File: src/rtl/fetch_stage.sv
// fetch_stage: LC-3b instruction fetch stage, directly upstream of decode.
//
// Owns the fetch PC and keeps at most one read outstanding to instruction
// memory. Each accepted response is captured into a registered IF/ID buffer
// that decode takes with a valid/ready handshake. PC redirects from later
// stages flush the buffer and steer the next fetch; a redirect that lands
// while a read is outstanding leaves that read running until its response
// arrives, and the returned word is then thrown away.
//
// Ports:
//   clk, rst_n          clock (rising edge) and asynchronous active-low reset
//   imem_read           read request, combinational (busy | start)
//   imem_address        byte address of the request (the fetch PC)
//   imem_rdata          instruction word, valid with imem_resp
//   imem_resp           one-cycle pulse that ends the outstanding request
//   id_ready            decode takes the IF/ID buffer this cycle
//   redirect            one-cycle PC redirect
//   redirect_pc         redirect target, bit 0 forced to 0
//   out_valid           IF/ID buffer holds a valid instruction
//   instruction         buffered instruction word
//   pc_out              address of the buffered instruction
//   pc_plus2            pc_out + 2, wrapping at 16 bits
module fetch_stage #(
  parameter logic [15:0] PC_RESET = 16'h0000
) (
  input  logic        clk,
  input  logic        rst_n,
  output logic        imem_read,
  output logic [15:0] imem_address,
  input  logic [15:0] imem_rdata,
  input  logic        imem_resp,
  input  logic        id_ready,
  input  logic        redirect,
  input  logic [15:0] redirect_pc,
  output logic        out_valid,
  output logic [15:0] instruction,
  output logic [15:0] pc_out,
  output logic [15:0] pc_plus2
);

  // IDLE: no read outstanding. REQ: read outstanding, result wanted.
  // SQUASH: read outstanding, result stale; pending_pc holds the next PC.
  typedef enum logic [1:0] {
    IDLE   = 2'd0,
    REQ    = 2'd1,
    SQUASH = 2'd2
  } state_e;

  state_e      state_q, state_d;
  logic [15:0] fetch_pc_q, fetch_pc_d;
  logic [15:0] pending_pc_q, pending_pc_d;
  logic        out_valid_q, out_valid_d;
  logic [15:0] instr_q, instr_d;
  logic [15:0] pc_out_q, pc_out_d;
  logic [15:0] pc_plus2_q, pc_plus2_d;

  logic        busy;
  logic        drain;
  logic        start;
  logic        load;
  logic [15:0] target;
  logic [15:0] fetch_pc_inc;

  assign busy         = (state_q != IDLE);
  assign drain        = out_valid_q & id_ready;
  // Gating with rst_n keeps imem_read low for the whole time reset is held,
  // even though the reset state would otherwise look ready to start.
  assign start        = rst_n & ~busy & (~out_valid_q | id_ready) & ~redirect;
  assign target       = {redirect_pc[15:1], 1'b0};
  assign fetch_pc_inc = fetch_pc_q + 16'd2;
  // A response fills the buffer only for a live (non-squashed) request; that
  // request is either already outstanding or starting this very cycle.
  assign load         = imem_resp & ~redirect & ((state_q == REQ) | start);

  always_comb begin
    state_d      = state_q;
    fetch_pc_d   = fetch_pc_q;
    pending_pc_d = pending_pc_q;
    out_valid_d  = out_valid_q;
    instr_d      = instr_q;
    pc_out_d     = pc_out_q;
    pc_plus2_d   = pc_plus2_q;

    if (redirect) begin
      // Redirect outranks everything, including a response in the same cycle.
      out_valid_d = 1'b0;
      case (state_q)
        REQ, SQUASH: begin
          if (imem_resp) begin
            fetch_pc_d = target;
            state_d    = IDLE;
          end else begin
            // Address must stay stable until the response, so park the target.
            pending_pc_d = target;
            state_d      = SQUASH;
          end
        end
        default: begin
          fetch_pc_d = target;
          state_d    = IDLE;
        end
      endcase
    end else begin
      if (drain) begin
        out_valid_d = 1'b0;
      end
      if (load) begin
        out_valid_d = 1'b1;
        instr_d     = imem_rdata;
        pc_out_d    = fetch_pc_q;
        pc_plus2_d  = fetch_pc_inc;
        fetch_pc_d  = fetch_pc_inc;
        state_d     = IDLE;
      end else if (start) begin
        state_d = REQ;
      end else if ((state_q == SQUASH) && imem_resp) begin
        fetch_pc_d = pending_pc_q;
        state_d    = IDLE;
      end
    end
  end

  always_ff @(posedge clk or negedge rst_n) begin
    if (!rst_n) begin
      state_q      <= IDLE;
      fetch_pc_q   <= PC_RESET;
      pending_pc_q <= 16'h0000;
      out_valid_q  <= 1'b0;
      instr_q      <= 16'h0000;
      pc_out_q     <= 16'h0000;
      pc_plus2_q   <= 16'h0000;
    end else begin
      state_q      <= state_d;
      fetch_pc_q   <= fetch_pc_d;
      pending_pc_q <= pending_pc_d;
      out_valid_q  <= out_valid_d;
      instr_q      <= instr_d;
      pc_out_q     <= pc_out_d;
      pc_plus2_q   <= pc_plus2_d;
    end
  end

  assign imem_read    = busy | start;
  assign imem_address = fetch_pc_q;
  assign out_valid    = out_valid_q;
  assign instruction  = instr_q;
  assign pc_out       = pc_out_q;
  assign pc_plus2     = pc_plus2_q;

endmodule

File: config.mk
export PLATFORM = sky130hd
export DESIGN_NAME = fetch_stage
export DESIGN_NICKNAME = d
export VERILOG_FILES = /design/src/rtl/fetch_stage.sv
export SDC_FILE = /design/constraint.sdc
export NUM_CORES = 1
export LEC_CHECK = 0
export ABC_AREA = 1
export BUFFER_PORTS_ARGS = -buffer_cell sky130_fd_sc_hd__buf_2
export CAP_MARGIN = 15
export CORE_UTILIZATION = 50
export CTS_BUF_LIST = sky130_fd_sc_hd__clkbuf_8
export DETAILED_ROUTE_END_ITERATION = 7
export GPL_ROUTABILITY_DRIVEN = 0
export PLACE_DENSITY = 0.86
export SLEW_MARGIN = 0
export SYNTH_ARGS = -nofsm -noshare
export SYNTH_HDL_FRONTEND = slang
export SYNTH_SLANG_ARGS = --single-unit
File: constraint.sdc
create_clock -name clk -period 3.8 [get_ports clk]
set_input_delay 0.38 -clock clk [delete_from_list [all_inputs] [get_ports clk]]
set_output_delay 0.38 -clock clk [all_outputs]
set_load 0.02 [all_outputs]
-- Word level (Yosys, flattened, before mapping)
Cells that the tools add are included.
- reduce and logical (&&, ||, !) cells: 9
- $add $sub $neg: 1
- equal/unequal tests: 4
- multiplexer cells: 15
- bitwise logic cells: 13
- operators with widths (operator ; count):
    two-way mux 16 bit ; 6
    adder 16 x 2 -> 16 bit (second input constant) ; 1
    two-way mux 2 bit ; 6
    AND 1 bit ; 6
    AND reduction 3 bit ; 2
    nonzero test 3 bit ; 2
    NOT 1 bit ; 4
    nonzero test 4 bit ; 1
    two-way mux 1 bit ; 3
    != test 3 x 2 -> 1 bit (second input constant) ; 1
    != test 3 bit (second input constant) ; 1
    bitwise OR 1 bit ; 3
    == test 2 x 1 -> 1 bit (second input constant) ; 1
    == test 2 bit (second input constant) ; 1
    AND reduction 2 bit ; 1
    nonzero test 2 bit ; 1
    OR reduction 2 bit ; 1
    logical AND 1 bit ; 1
- input port bits: 37
- logic and storage cells: 49
- flip-flop bits (word level): 82
- output and inout port bits: 66

-- Longest topological paths before layout
- depth after elaboration: 9
- gate-level depth with buffers: 14

-- Least setup slack after synthesis
OpenSTA, ideal clock, no wires.
- path kind: flip-flop to output port
- start point: register state_q[0]
- end point: output port imem_read
- data arrival time: 1235 ps
- buffers on the path: 0
- slack: 2185 ps
- stages on the path, launching flop included: 7
- data required time: 3420 ps
- cells stage by stage: dfrtp_1 > inv_1 > ha_1 > nand2_1 > inv_1 > nand2_2 > o21ai_0
- longest elaborated chain between the ends: 6
- RTL lines (element ; RTL line ; source):
    from (decl) ; 49 ; state_e state_q, state_d;
    from (signal assigned) ; 133 ; state_q <= state_d;
    nonzero test 2 bit * ; 64 ; assign busy = (state_q != IDLE);
    NOT 1 bit ; 68 ; assign start = rst_n & ~busy & (~out_valid_q | id_ready) & ~redirect;
    AND 1 bit (3 in a row) ; 68 ;
    bitwise OR 1 bit * ; 143 ; assign imem_read = busy | start;
    to (decl) ; 28 ; output logic imem_read,
Mark *: on every way between the ends. The rest lies on a longest branch, timed or not.

-- Worst setup path after layout
- start point: register state_q[1]
- end point: register fetch_pc_q[11] (netlist: imem_address[11])
- longest elaborated chain between the ends: 9
- RTL lines (element ; RTL line ; source):
    nonzero test 2 bit ; 64 ;
    NOT 1 bit ; 68 ;
    AND 1 bit (3 in a row) ; 68 ;
    bitwise OR 1 bit ; 73 ; assign load = imem_resp & ~redirect & ((state_q == REQ) | start);
    AND 1 bit ; 73 ;
    != test 3 x 2 -> 1 bit (no source line), or another cell as far along ; - ;
    AND reduction 3 bit (no source line) / two-way mux 16 bit (equally long branches) ; - ;
    to (signal assigned) ; 134 ; fetch_pc_q <= fetch_pc_d;
    to (decl) ; 50 ; logic [15:0] fetch_pc_q, fetch_pc_d;
Several ways; a longest one is shown, not always the timed one.
A chain may end at the register's enable or synchronous reset.

==> results.toml <==
[outcome]
status = "complete, no violations"

[sta]
period_minus_slack_ns = 2.35
finClkSkew_ns = 0.0111
fmax_ghz = 0.426
finalHoldViolations = 0
worst_slack_ns = 1.45
tightest_slew_ns = 0.992
tns_ns = 0
rsz0062_at_grt = "false"
setup_viol_count_final = 0
drv_slew = 0
fin_crit_sh_pct = 61.8
slew_headroom_pct = 33.9

[route]
drt-initial-drc-count = 219
drt-pass1-iter-count = 5
drcViolationCount = 0
vias = 3214
wl_um = 8580
wire_per_inst_um = 13.4
viasPerCell = 5.03
drt.antenna.violating_nets = 0

[setup_path]
crit_chain = "inv_1 -> ha_1 -> nand2_1 -> inv_1 -> nand2_2 -> nand2_2 -> nand2_4 -> inv_6 -> nand3_1 -> nand3_1 -> nand2_1 -> nand2_1"
worstPathArrival_ns = 2.65
cp-start-kind = "register"
path_class = "reg -> reg"
crit_slowest_cell = "inv_6"
max_stage_delay_ns = 0.43
crit_path_start = "state_q[1]"
crit_top_cell = "nand2_1"
worst-path-max-fanout = 72
rr_worst_depth = 12
r2r-start = "state_q[1]"
r2r_end = "imem_address[11]"
end_kind = "register"
r2r_slack_ns = 1.45
required_ns = 4.10

[floorplan]
die_w_um = 88.7
rows = 31
initial_utilization_pct = 51.9
ioPinCount = 103
coreArea_um2 = 7250
die-area_um2 = 7880
die_y_um = 88.7

[synth]
synth_top_cell_area_share_pct = 52.5
ys_warn_count = 0
synth_area_um2 = 3760
synth.top_cells.by_area = "dfrtp_1 53%, nand2_1 20%, nand3_1 4.7%, mux2_2 4.5%, inv_1 3.3%"
synth_cell_types = 26
yosys.area.top_type = "dfrtp_1"
synth_cells = 442
ys_ff_latch = 79
ys_seq_area_share_pct = 52.5
syn_avg_cell_area_um2 = 8.51

[finish]
seqCellArea_um2 = 1980
fill_cells = 629
diodes = 0
drive_gt1_share_pct = 26.9
multi_input_area_um2 = 1500
synthToLayoutAreaGrowth_pct = 17.6
nNetsFinal = 576

[grt]
grt_pass1_vias = 2838
grt_max_degree = 80
gr-usage-all-layers_pct = 22.8
grt_overflow = 0
grt_pass1_wl_um = 13400
grt_antenna_before_repair = 0

[power]
ir_drop_mv = 0.230
p_per_area_nw_per_um2 = 664
p_leak_uw = 0.00252

[place]
numPortBuffers = 98
pre_cts_ws_ns = 1.49
hpwl_um = 5860

[clocking]
cts_tree = "built"
clkTransAtPathRegs_ns = 0.09
clock_latency_ns = 0.35
cts_sinks = 79
cts_setup_buffers = 0
cts-resized-gates = 0
htreeDepth = 3
cts_hold_buf = 0
numCtsBuffers = 9
cts-root-buf = "clkbuf_8"
clk_path_buf_depth = 2

[min_path]
hp-class = "in -> reg"
whs_endpoint = "instruction[5]"
min-delay-start = "imem_rdata[5]"
holdPathStages = 3

[job]
cap_violations = 0
[worst max-delay path, delay by kind of cell (launching register included)]
family,cells,cell delay (ns)
fa+ha+maj,1,0.18
buf+inv,3,0.61
flops,1,0.39
simple gates,8,1.07
[how the worst max path moves through the flow]
stage	endpoint
floorplan	imem_read
global placement	imem_address[6]
detailed placement	imem_address[6]
CTS	imem_address[6]
global route	imem_address[11]
finish	imem_address[11]
[flip-flops by register name (all words and copies together) (netlist names)]
| name | cells |
|---|---|
| state_q | 2 |
| pending_pc_q | 15 |
| pc_plus2 | 15 |
| out_valid | 1 |
| pc_out | 15 |
| instruction | 16 |
| imem_address | 15 |
[where the power goes]
part           internal (uW)  total, uW  leakage [uW]  switching (uW)
sequential              1130       1320      0.000995             192
clock                    299        602      0.000100             303
combinational            366       1020       0.00143             649
total                   1790       2940       0.00252            1140
[placed cells by master (no fill, tap or decap), types with 5 or more instances in the layout]
cell / count
nand2_1: 202
mux2_2: 15
inv_1: 34
dfrtp_1: 79
clkbuf_8: 9
nor2_1: 7
o21ai_0: 20
nand3_1: 35
nor2_2: 5
buf_2: 97
[layout make-up]
| class | instances | share of cell area [%] |
|---|---|---|
| sequential | 79 | 44.7 |
| multi-input combinational | 311 | 33.8 |
| timing repair buffer | 99 | 11.3 |
| inverter | 35 | 3.14 |
| clock buffer | 9 | 2.80 |
| tap | 99 | 2.80 |
| clock inverter | 7 | 1.47 |
[cell families (layout without fill, tap and decap cells)]
family	Yosys count	in the layout	synth area share, %
flops	79	79	52.5
fa+ha+maj	4	4	1.33
compound gates	24	24	3.49
other cells	1	3	0.0997
buf+inv	54	150	7.88
mux	15	15	4.49
simple gates	262	262	29.5
xor+xnor	3	3	0.698
[Yosys cell counts (all sizes together)]
| library cell | instances |
|---|---|
| nand3b | 1 |
| dfrtp | 79 |
| clkbuf | 2 |
| xor2 | 3 |
| mux2 | 15 |
| inv | 35 |
| nor2 | 12 |
| nand2 | 206 |
| nand3 | 39 |
| buf | 17 |
| ha | 4 |
| o21a | 1 |
| nand4 | 4 |
| conb | 1 |
| o31ai | 2 |
| o21ai | 21 |
[per-stage QoR]
| step | hold slack, ns | power, uW | instances | utilization [%] | instance area [um^2] |
|---|---|---|---|---|---|
| after floorplan | 0.0844 | 1990 | 444 | - | 3770 |
| after global placement | 0.456 | 2300 | 623 | 58.4 | 4240 |
| after detailed placement | 0.460 | 2350 | 623 | 58.4 | 4240 |
| after CTS | 0.202 | 2950 | 639 | 61.0 | 4430 |
| after global routing | 0.214 | 3140 | 639 | 61.0 | 4430 |
| final | 0.217 | 2940 | 639 | 61.0 | 4430 |
[layer usage]
| layer | vias to the layer above | global-route usage (%) | share of wire [%] |
|---|---|---|---|
| li1 | 1564 | - | - |
| met1 | 1521 | 30.3 | 43 |
| met2 | 119 | 35.8 | 48 |
| met3 | 10 | 6.72 | 7.0 |
| met4 | 0 | 7.62 | 1.3 |
| met5 | - | 0 | 0 |
Note: power is estimated with default switching activity, not from simulation.
